## src/rtl/stream_demux_buffer.sv

```systemverilog
// Valid/ready demux: steers each input beat to one of NUM_ELEM 2-entry FIFOs.
// Ports: clk_i, rst_i, data_i/sel_i/valid_i/ready_o in; data_o/valid_o/ready_i out; err_o.
// Optional: STREAM_DEMUX_BUFFER_BROADCAST_EN adds broadcast_i (write to all).
module stream_demux_buffer #(
  parameter int NUM_ELEM   = 4,
  parameter int ELEM_WIDTH = 8,
  localparam int SEL_WIDTH = $clog2(NUM_ELEM)
) (
  input  logic                  clk_i,
  input  logic                  rst_i,
  input  logic [ELEM_WIDTH-1:0] data_i,
  input  logic [SEL_WIDTH-1:0]  sel_i,
  input  logic                  valid_i,
`ifdef STREAM_DEMUX_BUFFER_BROADCAST_EN
  input  logic                  broadcast_i,
`endif
  output logic                  ready_o,
  output logic [ELEM_WIDTH-1:0] data_o [NUM_ELEM],
  output logic [NUM_ELEM-1:0]   valid_o,
  input  logic [NUM_ELEM-1:0]   ready_i,
  output logic                  err_o
);

  logic [ELEM_WIDTH-1:0] head [NUM_ELEM];
  logic [ELEM_WIDTH-1:0] tail [NUM_ELEM];
  logic [1:0]            cnt  [NUM_ELEM];
  logic [NUM_ELEM-1:0]   hit;
  logic [NUM_ELEM-1:0]   push;
  logic [NUM_ELEM-1:0]   pop;
  logic                  bcast;
  logic                  in_range;
  logic                  fire;

  // ready_o depends only on sel_i and counts; an unmatched sel
  // has no targets, so it always reads ready (beat is sunk).
  always_comb begin
    hit = '0;
    for (int k = 0; k < NUM_ELEM; k++)
      hit[k] = (sel_i == SEL_WIDTH'(k));
`ifdef STREAM_DEMUX_BUFFER_BROADCAST_EN
    bcast = broadcast_i;
`else
    bcast = 1'b0;
`endif
    in_range = |hit;
    ready_o  = 1'b1;
    for (int k = 0; k < NUM_ELEM; k++)
      if ((bcast || hit[k]) && cnt[k] == 2'd2)
        ready_o = 1'b0;
    fire = valid_i && ready_o;
    push = '0;
    pop  = '0;
    for (int k = 0; k < NUM_ELEM; k++) begin
      valid_o[k] = (cnt[k] != 2'd0);
      data_o[k]  = head[k];
      push[k]    = fire && (bcast || hit[k]);
      pop[k]     = valid_o[k] && ready_i[k];
    end
  end

  always_ff @(posedge clk_i) begin
    if (rst_i) begin
      err_o <= 1'b0;
      for (int k = 0; k < NUM_ELEM; k++) begin
        head[k] <= '0;
        tail[k] <= '0;
        cnt[k]  <= 2'd0;
      end
    end else begin
      err_o <= fire && !in_range && !bcast;
      for (int k = 0; k < NUM_ELEM; k++) begin
        unique case (1'b1)
          // push+pop only happens at count 1: head is replaced
          (push[k] && pop[k]): head[k] <= data_i;
          (push[k] && !pop[k]): begin
            if (cnt[k] == 2'd0) head[k] <= data_i;
            else                tail[k] <= data_i;
            cnt[k] <= cnt[k] + 2'd1;
          end
          (!push[k] && pop[k]): begin
            head[k] <= tail[k];
            cnt[k]  <= cnt[k] - 2'd1;
          end
          default: ;
        endcase
      end
    end
  end

endmodule

```

## config.mk

```make
export PLATFORM = sky130hd
export DESIGN_NAME = stream_demux_buffer
export DESIGN_NICKNAME = d
export VERILOG_FILES = /design/src/rtl/stream_demux_buffer.sv
export SDC_FILE = /design/constraint.sdc
export NUM_CORES = 1
export LEC_CHECK = 0
export CAP_MARGIN = 10
export CORE_MARGIN = 5
export CORE_UTILIZATION = 30
export CTS_BUF_LIST = sky130_fd_sc_hd__clkbuf_16
export DETAILED_ROUTE_END_ITERATION = 6
export DONT_BUFFER_PORTS = 1
export PLACE_DENSITY_LB_ADDON = 0.12
export SYNTH_ARGS = -nofsm -noshare
export SYNTH_HDL_FRONTEND = slang
export SYNTH_SLANG_ARGS = --single-unit
```

## constraint.sdc

```tcl
create_clock -name clk_i -period 1.9 [get_ports clk_i]
set_input_delay 0.095 -clock clk_i [delete_from_list [all_inputs] [get_ports clk_i]]
set_output_delay 0.095 -clock clk_i [all_outputs]
set_load 0.005 [all_outputs]
```

==> flow_summary.ini, run 1 <==
[floorplan]
die_height_um = 120
coreArea_sq_um = 12000
fp.dieArea_sq_um = 14400
die_width_um = 120
initial_utilization_pct = 30.4
io_pins = 55
core.rowCount = 40

[clocking]
path_clk_slew_ns = 0.06
cts_setup_buffers = 0
cts_tree = built
cts_max_level = 3
clock-sinks = 73
cts-buffers-inserted = 9
root_buffer = clkbuf_16
cts_buffer_depth = 2
worstSkewPairLatency_ns = 0.34

[pwr]
powerDensity_nw_per_um2 = 951
power_switching_uw = 981
p_leak_nw = 1.48
seq_power_share_pct = 49.0
switching_share_pct = 24.1
ir_drop_uv = 333
pwr-share-comb_pct = 10.5
power_frac_clock_pct = 40.5
p_int_mw = 3.09

[synth]
synth_flop_cell = edfxtp_1
synth_top_area_share_pct = 59.4
syn_area_sq_um = 3640
yosys_warnings = 0
synthArstFlopShare_pct = 0
ys_top_cells_by_count = edfxtp_1, and2_1, nand3_1, clkbuf_1, inv_1
synth_top_cell_by_area = edfxtp_1
ys_types = 44
synthesis.nets = 325
synth-edff-count = 72
synth-seq-cells = 73
synth.most_common_cell = edfxtp_1
synth.area.top_cells = edfxtp_1, and2_1, nand3_1
syn_avg_cell_area_sq_um = 11.9
ys_seq_area_share_pct = 60.0
synthCells = 306

[grt]
gr-total-overflow = 0
grt_pass1_wl_um = 15300
antenna_found_initial = 0
grt_max_degree = 44
grtUsageTotal_pct = 14.5
grt_pass1_vias = 2495

[critical_path]
crit_fanout = 7
arrival_ns = 1.96
crit_chain = buf_4 -> nand4bb_2 -> nor4_1 -> dlygate4sd3_1
endpoint_kind = register
crit_family = buffers and inverters
critical_path.max_stage_delay_ns = 0.57
cp.required_ns = 2.12
cp_num_buf_inv = 2
critPathLaunch = cnt[0][0]
cp_slowest_cell = dlygate4sd3_1
r2r_start = cnt[0][0]
worst-setup-path-type = register to register
startpoint_type = register

[place]
hpwl_um = 6220
placedInstanceArea_sq_um = 3850
port_buffers = 0
gp_congestion = 0.691

[final_layout]
layout-drive-gt1-share_pct = 12.2
syn_to_final_growth_pct = 17.7
fillers = 1143
fin_area_sq_um = 4280
nNetsFinal = 342
final_util_pct = 35.8
diodes = 0

[flow_run]
drv_cap = 0

[sta]
fin_crit_ns = 1.75
setup_viol = 0
tightest_slew_ns = 0.893
rsz0062_at_grt = false
fin_skew_ns = 0.00731
relSlewSlack_pct = 40.3
hold_viol = 0
final_max_slew_viol_count = 0
period_share_pct = 92.0
setup-tns-final_ns = 0
fmaxAchievable_ghz = 0.572

[hold_path]
hp-start = rst_i
min_path_type = input pin to register

[route]
dr.pass1.iters = 4
ant_nets = 0
wire_per_inst_um = 21.4
vias = 2550
drc = 0
wirelength_um = 10200
post_drt_via_cell_ratio = 5.38
drt_iter0_drc = 238

[outcome]
status = completed
-- registers in the layout, summed over array words and instances (netlist names) --
| signal | flops |
|---|---|
| head | 32 |
| err_o | 1 |
| tail | 32 |
| cnt | 8 |
-- per-layer routing --
| layer | part of all wire [%] | GRT usage, % |
|---|---|---|
| met5 | 0 | 0 |
| met4 | 2.0 | 6.08 |
| met3 | 7.3 | 5.28 |
| met2 | 44 | 21.1 |
| met1 | 47 | 19.3 |
-- area by class of cell --
type                    instances  area, sq um  area share [%]
multi-input cells             194         1320            30.7
inverters                      15         56.3            1.31
repair buffers                 30          260            6.08
clock inverters                 6         60.1            1.40
well taps                     147          184            4.29
clock buffers                   9          225            5.26
flip-flops and latches         73         2180            50.9
-- what timing repair did --
action | in CTS | in global routing
endpoints found under the setup margin | 0 | 1
hold endpoints to repair | 54 | 2
gates resized for setup | 0 | 1
hold buffers | 13 | 1
-- final timing paths --
| kind | endpoint | slack (ns) | cells after the start |
|---|---|---|---|
| worst max-delay path | tail[0][6] | 0.15 | 4 |
| worst min register to register | head[1][3] | 0.54 | 1 |
| worst min-delay path | head[0][5] | 0.01 | 1 |
| worst max register to register | tail[0][6] | 0.15 | 4 |
-- cell usage in the layout, fill, tap and decap left out, types with 3 or more instances in the layout --
master and instances:
clkinv_2 3, or3_1 3, o21ai_0 4, a22o_1 7, o211ai_1 10, o32ai_1 7, o21a_1 7, and3b_1 3
a211oi_1 4, nor3b_1 5, inv_1 15, nand3b_1 6, o21bai_1 3, buf_4 16, a2bb2oi_1 9, nor2_1 12
a21oi_1 12, nand2_1 6, nor4_1 12, clkbuf_16 9, and2_1 22, nand2b_1 9, nor3_1 7, nand3_1 20
edfxtp_1 72, dlygate4sd3_1 14
-- through the flow --
step	cells	power [mW]	setup WS, ns	hold slack, ns
finish	474	4.07	0.152	0.0140
global route	474	4.25	0.0123	0.00259
CTS	473	4.11	0.0497	0.00384
detailed placement	445	2.41	0.197	0.299
global placement	445	2.41	0.234	0.295
floorplan	306	2.31	0.0260	0.293
-- cells by family (layout without fill, tap and decap cells) --
group,after synthesis,count (layout),synth area share (%)
other,1,1,0.103
XOR/XNOR,1,1,0.241
multiplexers,1,1,0.275
AO/OA/AOI/OAI,69,69,13.9
adder cells (fa/ha/maj),2,2,0.688
buffers and inverters,39,60,4.23
AND/OR/NAND/NOR,120,120,20.6
flip-flops,73,73,60.0
-- worst reg2reg max path: cells and delay by family, from the launching register on --
family	cells	cell delay (ns)
and+or+nand+nor	2	0.46
DFF	1	0.42
buffers and inverters	2	0.74
-- power groups by stage --
| stage | Clock (mW) | Combinational, mW | Sequential [mW] |
|---|---|---|---|
| 6_report | 1.65 | 0.428 | 2.00 |
| 5_1_grt | 1.76 | 0.473 | 2.01 |
| 4_1_cts | 1.68 | 0.427 | 2.00 |
| 3_5_place_dp | 0 | 0.379 | 2.03 |
| 3_3_place_gp | 0 | 0.380 | 2.03 |
| 2_1_floorplan | 0 | 0.309 | 2.00 |
No activity file was read; power rests on OpenSTA's default activity.
==> inputs of run 2 (changes only) <==
--- a/config.mk
+++ b/config.mk
@@ -9,9 +9,10 @@
 export CORE_MARGIN = 5
 export CORE_UTILIZATION = 30
 export CTS_BUF_LIST = sky130_fd_sc_hd__clkbuf_16
+export CTS_CLUSTER_DIAMETER = 50
 export DETAILED_ROUTE_END_ITERATION = 6
 export DONT_BUFFER_PORTS = 1
-export PLACE_DENSITY_LB_ADDON = 0.12
+export PLACE_DENSITY = 0.57
 export SYNTH_ARGS = -nofsm -noshare
 export SYNTH_HDL_FRONTEND = slang
 export SYNTH_SLANG_ARGS = --single-unit
==> constraint.sdc (replaced) <==
create_clock -name clk_i -period 1.9 [get_ports clk_i]
set_input_delay 0.19 -clock clk_i [delete_from_list [all_inputs] [get_ports clk_i]]
set_output_delay 0.19 -clock clk_i [all_outputs]
set_load 0.005 [all_outputs]
==> run 2 against run 1 <==
Effect of this change: sequential share of layout area grew 1.3 points; combinational power shrank 15%; global-route usage shrank 2.4 points; power grew 8.0%; worst setup slack gained 0.049 ns; critical path depth shrank 1; via count shrank 3.5%; largest power group is now the clock network.
==> flow_summary.ini, run 2 (same netlist as run 1, synthesis figures left out) <==
[outcome]
status = completed

[critical_path]
worst-setup-path-type = register to output pin
r2r_start = cnt[3][1]
cp_slowest_cell = edfxtp_1
cp.required_ns = 1.71
arrival_ns = 1.51
cp_num_buf_inv = 1
r2r_setup_slack_ns = 0.20
critical_path.max_stage_delay_ns = 0.46
crit_family = compound AO/OA/AOI/OAI gates
crit_chain = inv_1 -> a32o_1 -> o21ai_0
startpoint_type = register
reg2reg_depth = 4
timing.rr.end = cnt[3][1]
critPathLaunch = cnt[1][0]
crit_fanout = 7
endpoint_kind = output pin

[grt]
grt_max_degree = 64
grtUsageTotal_pct = 12.1
grt_pass1_vias = 2307
gr-total-overflow = 0
grt_pass1_wl_um = 13300
antenna_found_initial = 0

[floorplan]
fp.dieArea_sq_um = 14400
initial_utilization_pct = 30.4
io_pins = 55
die_width_um = 120
core.rowCount = 40
die_height_um = 120
coreArea_sq_um = 12000

[sta]
final_max_slew_viol_count = 0
rsz0062_at_grt = false
fin_crit_ns = 1.70
setup-tns-final_ns = 0
fin_skew_ns = 0.00567
period_share_pct = 89.4
finalWorstSetupSlack_ns = 0.201
fmaxAchievable_ghz = 0.589
setup_viol = 0
hold_viol = 0

[hold_path]
holdPathStages = 1
hold_end = tail[0][7]
hp-start = data_i[7]
min_path_type = input pin to register

[final_layout]
layout-drive-gt1-share_pct = 11.0
syn_to_final_growth_pct = 14.9
final_common_cell = edfxtp_1
nNetsFinal = 324
diodes = 0
layout_common_cells = edfxtp_1, and2_1, nand3_1, inv_1
reg.largest.list = head (32), tail (32), cnt (8)

[clocking]
clock-sinks = 73
cts-resized-gates = 0
cts_buffer_depth = 2
root_buffer = clkbuf_16
path_clk_slew_ns = 0.06
cts_hold_buf = 0
worstSkewPairLatency_ns = 0.33
cts-buffers-inserted = 9
cts_tree = built
cts_setup_buffers = 0
cts_max_level = 3

[place]
gp_congestion = 0.719
port_buffers = 0
hpwl_um = 5900
dp_slack_ns = 0.230

[route]
ant_nets = 0
wirelength_um = 8620
dr.pass1.iters = 5
drt_iter0_drc = 216
wire_per_inst_um = 18.9
post_drt_via_cell_ratio = 5.39
vias = 2462
drc = 0

[pwr]
ir_drop_uv = 443
powerDensity_nw_per_um2 = 1050
p_leak_nw = 1.44
power.total_mw = 4.40

[flow_run]
drv_cap = 0
run 2: cell count changes in the layout (fill, tap and decap cells not counted):
cell and delta:
bufinv_16 +3, clkinv_2 -2, buf_4 -4, clkinvlp_4 -2, clkinv_1 +2, nand4bb_1 +1
nand4bb_2 -1, dlygate4sd3_1 -14
run 2: power by group:
group | internal (mW) | switching [mW]
clock | 1.40 | 0.631
combinational | 0.146 | 0.216
sequential | 1.92 | 0.0826
total | 3.47 | 0.930
run 2: worst max path at each step:
stage | end | cells past startpoint
after global placement | tail[3][2] | 4
after CTS | ready_o | 3
final | ready_o | 3
after floorplan | head[1][0] | 3
after detailed placement | cnt[3][1] | 5
after global routing | ready_o | 3
run 2: worst register-to-register path: cells and delay by family, from the launching register on:
kind,cells,cell delay [ns]
adders and majority gates,1,0.23
xor gates and xnor gates,1,0.15
DFF,1,0.41
and+or+nand+nor,2,0.61
run 2: routing by layer:
metal / part of all wire, % / global-route usage (%) / up-vias / wire length, um
met5: 0 / 0 / - / 0
met4: 0.97 / 3.08 / 0 / 84
met3: 7.2 / 4.24 / 10 / 619
met2: 49 / 19.6 / 80 / 4270
met1: 42 / 15.3 / 1202 / 3650
li1: - / - / 1170 / -
run 2: layout make-up:
cell class	instances	area (sq um)
Fill cell	1149	7780
Sequential cell	73	2180
Multi-Input combinational cell	194	1310
Clock buffer	9	225
Tap cell	147	184
Clock inverter	7	133
Timing Repair Buffer	12	90.1
Inverter	15	56.3
run 2: metrics by stage:
step	hold slack (ns)	cells	util [%]	instance area, sq um
floorplan	0.388	306	-	3650
global placement	0.390	441	32.0	3820
detailed placement	0.393	441	32.0	3820
CTS	0.0448	457	34.9	4180
global route	0.0457	457	34.9	4180
finish	0.0590	457	34.9	4180
